`src/rtl/pwm_pkg.sv`:
```
// Shared types and helpers for the PWM brightness controller.
package pwm_pkg;

  typedef enum logic [1:0] {IDLE, HOLD, REPEAT} btn_state_t;
  typedef enum logic {OWN_UP, OWN_DN} owner_t;

  localparam int DUTY_W_DEF = 4;

  // Saturating +/-1 step; never wraps at either end.
  function automatic int sat_step(input int val, input int max_v, input logic up);
    if (up) return (val >= max_v) ? max_v : val + 1;
    return (val <= 0) ? 0 : val - 1;
  endfunction

endpackage

```
`src/rtl/btn_conditioner.sv`:
```
// Raw button -> 2-flop synchroniser -> debounced level plus one-cycle press pulse on the debounced rise.
module btn_conditioner #(
  parameter int DEBOUNCE_CYC = 16
) (
  input  logic pwm_clk,
  input  logic reset_n,
  input  logic i_raw,
  output logic o_level,
  output logic o_press
);

  localparam int CNT_W = $clog2(DEBOUNCE_CYC + 1);

  logic [1:0]       r_sync;
  logic [CNT_W-1:0] r_cnt;
  logic             r_level;
  logic             r_level_d;

  // The level flips only after DEBOUNCE_CYC consecutive samples disagree with it.
  always_ff @(posedge pwm_clk or negedge reset_n) begin
    if (!reset_n) begin
      r_sync    <= '0;
      r_cnt     <= '0;
      r_level   <= 1'b0;
      r_level_d <= 1'b0;
    end else begin
      r_sync    <= {r_sync[0], i_raw};
      r_level_d <= r_level;
      if (r_sync[1] == r_level) begin
        r_cnt <= '0;
      end else if (r_cnt == CNT_W'(DEBOUNCE_CYC - 1)) begin
        r_level <= r_sync[1];
        r_cnt   <= '0;
      end else begin
        r_cnt <= r_cnt + 1'b1;
      end
    end
  end

  assign o_level = r_level;
  assign o_press = r_level & ~r_level_d;

endmodule

```
`src/rtl/pwm_brightness_ctrl.sv`:
```
// LED brightness sequencer: button FSM with hold/auto-repeat, shadowed duty, PWM period counter.
// Optional breathe mode is compiled in with `define PWM_BREATHE_EN.
module pwm_brightness_ctrl
  import pwm_pkg::*;
#(
  parameter int DUTY_W       = DUTY_W_DEF,
  parameter int DUTY_RESET   = 8,
  parameter int DEBOUNCE_CYC = 16,
  parameter int HOLD_CYC     = 64,
  parameter int REPEAT_CYC   = 16,
  parameter int BREATHE_CYC  = 32
) (
  input  logic              pwm_clk,
  input  logic              reset_n,
  input  logic              btn_up_raw,
  input  logic              btn_dn_raw,
  input  logic              btn_mode,
  output logic              pwm_out,
  output logic [DUTY_W-1:0] duty,
  output logic              period_start,
  output logic              breathing,
  output btn_state_t        dbg_state
);

  localparam logic [DUTY_W-1:0] DUTY_MAX = '1;
  localparam logic [DUTY_W-1:0] PCNT_MAX = DUTY_W'((1 << DUTY_W) - 2);
  localparam logic [DUTY_W-1:0] DUTY_RST = DUTY_W'(DUTY_RESET);
  localparam int                TMR_W    = $clog2(HOLD_CYC + 1);

  generate
    if (DUTY_W < 2 || DEBOUNCE_CYC < 2 || REPEAT_CYC < 2 || HOLD_CYC <= REPEAT_CYC) begin : g_bad_params
      $error("pwm_brightness_ctrl: need DUTY_W>=2, DEBOUNCE_CYC>=2, HOLD_CYC>REPEAT_CYC>=2");
    end
  endgenerate

  logic w_up_lvl, w_up_press, w_dn_lvl, w_dn_press, w_owner_lvl, w_breathing;
  logic w_step, w_step_up;
  btn_state_t r_state, w_state_nxt;
  owner_t     r_owner, w_owner_nxt;
  logic [TMR_W-1:0]  r_tmr, w_tmr_nxt;
  logic [DUTY_W-1:0] r_duty_req, w_duty_req_nxt, r_duty, r_pcnt;
  logic              r_pwm, r_period_start;

  btn_conditioner #(.DEBOUNCE_CYC(DEBOUNCE_CYC)) u_up (
    .pwm_clk(pwm_clk), .reset_n(reset_n), .i_raw(btn_up_raw), .o_level(w_up_lvl), .o_press(w_up_press)
  );
  btn_conditioner #(.DEBOUNCE_CYC(DEBOUNCE_CYC)) u_dn (
    .pwm_clk(pwm_clk), .reset_n(reset_n), .i_raw(btn_dn_raw), .o_level(w_dn_lvl), .o_press(w_dn_press)
  );

`ifdef PWM_BREATHE_EN
  localparam int BCNT_W = $clog2(BREATHE_CYC + 1);
  logic              w_mode_press, w_unused_mode_lvl, r_breathing, r_ramp_up, w_ramp_up_nxt;
  logic [DUTY_W-1:0] r_saved, w_ramp_val;
  logic [BCNT_W-1:0] r_bcnt;

  btn_conditioner #(.DEBOUNCE_CYC(DEBOUNCE_CYC)) u_mode (
    .pwm_clk(pwm_clk), .reset_n(reset_n), .i_raw(btn_mode), .o_level(w_unused_mode_lvl), .o_press(w_mode_press)
  );

  // Triangle ramp 0..max..0: turn around at either end instead of saturating.
  always_comb begin
    w_ramp_val    = r_duty_req;
    w_ramp_up_nxt = r_ramp_up;
    if (r_ramp_up) begin
      if (r_duty_req == DUTY_MAX) begin
        w_ramp_val    = DUTY_MAX - 1'b1;
        w_ramp_up_nxt = 1'b0;
      end else begin
        w_ramp_val = r_duty_req + 1'b1;
      end
    end else if (r_duty_req == '0) begin
      w_ramp_val    = DUTY_W'(1);
      w_ramp_up_nxt = 1'b1;
    end else begin
      w_ramp_val = r_duty_req - 1'b1;
    end
  end

  always_ff @(posedge pwm_clk or negedge reset_n) begin
    if (!reset_n) begin
      r_breathing <= 1'b0;
      r_ramp_up   <= 1'b1;
      r_saved     <= DUTY_RST;
      r_bcnt      <= '0;
    end else if (w_mode_press) begin
      r_breathing <= ~r_breathing;
      r_ramp_up   <= 1'b1;
      r_bcnt      <= '0;
      if (!r_breathing) r_saved <= r_duty_req;
    end else if (r_breathing) begin
      if (r_bcnt == BCNT_W'(BREATHE_CYC - 1)) begin
        r_bcnt    <= '0;
        r_ramp_up <= w_ramp_up_nxt;
      end else begin
        r_bcnt <= r_bcnt + 1'b1;
      end
    end
  end

  assign w_breathing = r_breathing;
`else
  logic w_unused_mode;
  assign w_unused_mode = btn_mode;
  assign w_breathing   = 1'b0;
`endif

  assign breathing = w_breathing;

  // Release of the owner button takes priority over a step due on the same cycle.
  always_comb begin
    w_state_nxt = r_state;
    w_owner_nxt = r_owner;
    w_tmr_nxt   = r_tmr;
    w_step      = 1'b0;
    w_step_up   = (r_owner == OWN_UP);
    w_owner_lvl = (r_owner == OWN_UP) ? w_up_lvl : w_dn_lvl;
    case (r_state)
      IDLE: begin
        if (w_up_press ^ w_dn_press) begin
          w_step      = 1'b1;
          w_step_up   = w_up_press;
          w_owner_nxt = w_up_press ? OWN_UP : OWN_DN;
          w_state_nxt = HOLD;
          w_tmr_nxt   = '0;
        end
      end
      HOLD: begin
        if (!w_owner_lvl) begin
          w_state_nxt = IDLE;
        end else if (r_tmr == TMR_W'(HOLD_CYC - 1)) begin
          w_step      = 1'b1;
          w_state_nxt = REPEAT;
          w_tmr_nxt   = '0;
        end else begin
          w_tmr_nxt = r_tmr + 1'b1;
        end
      end
      REPEAT: begin
        if (!w_owner_lvl) begin
          w_state_nxt = IDLE;
        end else if (r_tmr == TMR_W'(REPEAT_CYC - 1)) begin
          w_step    = 1'b1;
          w_tmr_nxt = '0;
        end else begin
          w_tmr_nxt = r_tmr + 1'b1;
        end
      end
      default: w_state_nxt = IDLE;
    endcase
    if (w_breathing) begin
      w_state_nxt = IDLE;
      w_step      = 1'b0;
      w_tmr_nxt   = '0;
    end
  end

  always_comb begin
    w_duty_req_nxt = r_duty_req;
    if (w_step) w_duty_req_nxt = DUTY_W'(sat_step(int'(r_duty_req), int'(DUTY_MAX), w_step_up));
`ifdef PWM_BREATHE_EN
    if (w_mode_press) w_duty_req_nxt = r_breathing ? r_saved : '0;
    else if (r_breathing && r_bcnt == BCNT_W'(BREATHE_CYC - 1)) w_duty_req_nxt = w_ramp_val;
`endif
  end

  always_ff @(posedge pwm_clk or negedge reset_n) begin
    if (!reset_n) begin
      r_state        <= IDLE;
      r_owner        <= OWN_UP;
      r_tmr          <= '0;
      r_duty_req     <= DUTY_RST;
      r_duty         <= DUTY_RST;
      r_pcnt         <= '0;
      r_pwm          <= 1'b0;
      r_period_start <= 1'b0;
    end else begin
      r_state        <= w_state_nxt;
      r_owner        <= w_owner_nxt;
      r_tmr          <= w_tmr_nxt;
      r_duty_req     <= w_duty_req_nxt;
      r_pwm          <= (r_pcnt < r_duty);
      r_period_start <= (r_pcnt == PCNT_MAX);
      // The active duty only picks up the request as the counter wraps.
      if (r_pcnt == PCNT_MAX) begin
        r_pcnt <= '0;
        r_duty <= r_duty_req;
      end else begin
        r_pcnt <= r_pcnt + 1'b1;
      end
    end
  end

  assign pwm_out      = r_pwm;
  assign duty         = r_duty;
  assign period_start = r_period_start;
  assign dbg_state    = r_state;

endmodule
```
`config.mk`:
```
export PLATFORM = sky130hd
export DESIGN_NAME = pwm_brightness_ctrl
export DESIGN_NICKNAME = d
export VERILOG_FILES = /design/src/rtl/pwm_pkg.sv /design/src/rtl/btn_conditioner.sv /design/src/rtl/pwm_brightness_ctrl.sv
export SDC_FILE = /design/constraint.sdc
export NUM_CORES = 1
export LEC_CHECK = 0
export BUFFER_PORTS_ARGS = -buffer_cell sky130_fd_sc_hd__buf_2
export CORE_UTILIZATION = 25
export DETAILED_ROUTE_END_ITERATION = 8
export GPL_TIMING_DRIVEN = 0
export HOLD_SLACK_MARGIN = 0.05
export PLACE_DENSITY_LB_ADDON = 0.15
export SLEW_MARGIN = 5
export SYNTH_ARGS = -nofsm -noshare
export SYNTH_HDL_FRONTEND = slang
export SYNTH_HIERARCHICAL = 1
export SYNTH_SLANG_ARGS = --single-unit
```
`constraint.sdc`:
```
create_clock -name pwm_clk -period 3.7 [get_ports pwm_clk]
set_clock_uncertainty 0.15 [all_clocks]
set_input_delay 0.74 -clock pwm_clk [delete_from_list [all_inputs] [get_ports pwm_clk]]
set_output_delay 0.74 -clock pwm_clk [all_outputs]
set_load 0.1 [all_outputs]
```
==> flow_metrics.tcl <==
set metrics [dict create \
    synth_warnings 6 \
    syn_inst 203 \
    drt_iter0_drc 55 \
    power.density_nw_per_um2 378 \
    synthToLayoutAreaGrowth_pct 13.7 \
    start_kind "flop" \
    chipHeight_um 94.5 \
    cts_tree "done" \
    ant_nets 0 \
    crit_path_end "r_tmr[0]$_DFFE_PN0P_" \
    design.die.area_um2 8930 \
    num_antenna_cells 0 \
    core-area_um2 8260 \
    multi_input_area_um2 1030 \
    finalCriticalPeriod_ns 2.74 \
    clock-sinks 42 \
    drive_gt1_frac 0.167 \
    outcome "complete, no violations" \
    avgRoutedWirePerCell_um 12.3 \
    finalNetCount 238 \
    boundaryPins 14 \
    n_fill_cell 886 \
    hpwl_um 2700 \
    crit_fanout 9 \
    peakVddDrop_uv 134 \
    first_pass_iters 4 \
    cts_max_level 2 \
    antenna_found_initial 0 \
    syn_nets 220 \
    p_total_uw 918 \
    final_hold_viol_count 0 \
    clkTransAtPathRegs_ns 0.09 \
    place_area_um2 2320 \
    rrSetupSlack_ns 0.96 \
    track_usage 0.106 \
    setup_violations 0 \
    drc 0 \
    vias 1483 \
    cts_buffers 5 \
    final_common_cell "dfrtp_1" \
    row_count 33 \
    post-route-util 0.294 \
    synth-edff-count 0 \
    grt_max_degree 43 \
    path_class "flop to flop" \
    place_congestion 0.677 \
    slew_headroom 0.155 \
    rr_startpoint "dbg_state[0]$_DFFE_PN0P_" \
    required_ns 3.73 \
    port_buffers 11 \
    crit_path_end_kind "flop" \
    post-cts-setup-buffers 0 \
    setup_tns_ns 0 \
    ys_seq_elements 42 \
    rsz0062_at_grt "no" \
    synth_seq_area_share 0.493 \
    cellLeakagePower_nw 1.13 \
    tightest_slew_ns 1.25 \
    via_per_inst 4.54 \
    clock_latency_ns 0.30 \
    grt-ovfl-total 0 \
    fin_crit_sh 0.739 \
    die_w_um 94.5 \
    post_synth.cell_area_avg_um2 10.5 \
    syn_area_um2 2140 \
    crit_path_start "dbg_state[0]$_DFFE_PN0P_" \
    regArea_um2 1050 \
    r2r-end "r_tmr[0]$_DFFE_PN0P_" \
    grt_pass1_vias 1474 \
    ff2ff_path_depth 5 \
    clockRootBuffer "clkbuf_8" \
    final_cell_mix "dfrtp_1 (40), nand2_1 (16), o21ai_0 (16)" \
    floorplan.initialDensity 0.259 \
    cts-hold-fix-buffers 0 \
    grt_pass1_wl_um 7050 \
    clockBufferDepth 2 \
    synth_flop_cell "dfrtp_1" \
    critPathArrivalTime_ns 2.77 \
    ctsResizeCount 0 \
    max_freq_mhz 366 \
    async_flop_share 1.00 \
    drt-total-wl_um 4040 \
    final_max_slew_viol_count 0 \
    maxCapViolCount 0 \
    ys_types 50 \
    holdCritPathClass "flop to flop" \
    postLayoutCellArea_um2 2430 \
]
-- metal layers --
layer | GRT usage | vias to the layer above | wire length, um
li1 | - | 754 | -
met4 | 0.0556 | 0 | 96
met5 | 0 | - | 0
met2 | 0.157 | 14 | 1780
met1 | 0.137 | 708 | 2050
met3 | 0.0330 | 7 | 105
-- flip-flops by register name (all words and copies together), names as in the netlist, 2 cells and up --
signal       cells
u_dn/r_cnt       5
u_dn/r_sync      2
r_duty_req       4
u_up/r_cnt       5
dbg_state        2
u_up/r_sync      2
r_tmr            7
r_pcnt           4
duty             4
-- final cells by class --
cell class	count	area share
Tap cell	105	0.0540
Buffer	2	0.00515
Multi-Input combinational cell	148	0.424
Clock inverter	1	0.0124
Sequential cell	42	0.433
Timing Repair Buffer	11	0.0226
Inverter	11	0.0170
Clock buffer	7	0.0314
-- Yosys cell counts (5+ instances only) --
master,count,share of area
dfrtp_1,40,0.47
nand2_1,16,0.028
o21ai_0,16,0.037
nor2_1,13,0.023
ha_1,12,0.070
inv_1,11,0.019
a21oi_1,9,0.021
nand3_1,8,0.019
nor2b_1,6,0.018
xor2_1,6,0.025
a22o_1,5,0.020
nand2b_1,5,0.015
-- how the worst min path moves through the flow --
stage,startpoint,end,cells past startpoint
finish,u_up/r_sync[0]$_DFF_PN0_,u_up/r_sync[1]$_DFF_PN0_,0
global route,u_dn/r_sync[0]$_DFF_PN0_,u_dn/r_sync[1]$_DFF_PN0_,0
CTS,u_up/r_sync[0]$_DFF_PN0_,u_up/r_sync[1]$_DFF_PN0_,0
detailed placement,u_up/r_sync[0]$_DFF_PN0_,u_up/r_sync[1]$_DFF_PN0_,0
global placement,u_dn/r_sync[0]$_DFF_PN0_,u_dn/r_sync[1]$_DFF_PN0_,0
floorplan,u_dn/r_sync[0]$_DFF_PN0_,u_dn/r_sync[1]$_DFF_PN0_,0
-- worst max-delay path, cell delays in order, from the launching register on --
cell	delay, ns
dfrtp_1	0.42
inv_1	0.09
ha_1	0.29
o311ai_0	1.07
nor2_1	0.26
mux2_2	0.34
-- per-stage QoR --
stage	setup WS, ns	std cells	hold slack, ns
3_3_place_gp	0.890	319	0.189
2_1_floorplan	0.842	203	0.181
4_1_cts	0.890	327	0.210
5_1_grt	0.715	327	0.216
6_report	0.964	327	0.207
3_5_place_dp	0.912	319	0.190
-- power by group --
part           switching (mW)  leakage [nW]  internal [mW]
combinational          0.0492         0.518         0.0197
clock                   0.169        0.0524          0.202
sequential            0.00850         0.560          0.469
-- kinds of logic (layout without fill, tap and decap cells) --
| kind of cell | after synthesis | count (layout) | share of synthesized area |
|---|---|---|---|
| AND/OR/NAND/NOR | 69 | 69 | 0.174 |
| AO/OA/AOI/OAI | 51 | 51 | 0.167 |
| flip-flops | 42 | 42 | 0.493 |
| buffers and inverters | 13 | 32 | 0.0252 |
| adder cells (fa/ha/maj) | 12 | 12 | 0.0702 |
| multiplexers | 8 | 8 | 0.0404 |
| XOR/XNOR | 7 | 7 | 0.0287 |
| other | 1 | 1 | 0.00175 |
(Power assumes the default switching activity.)
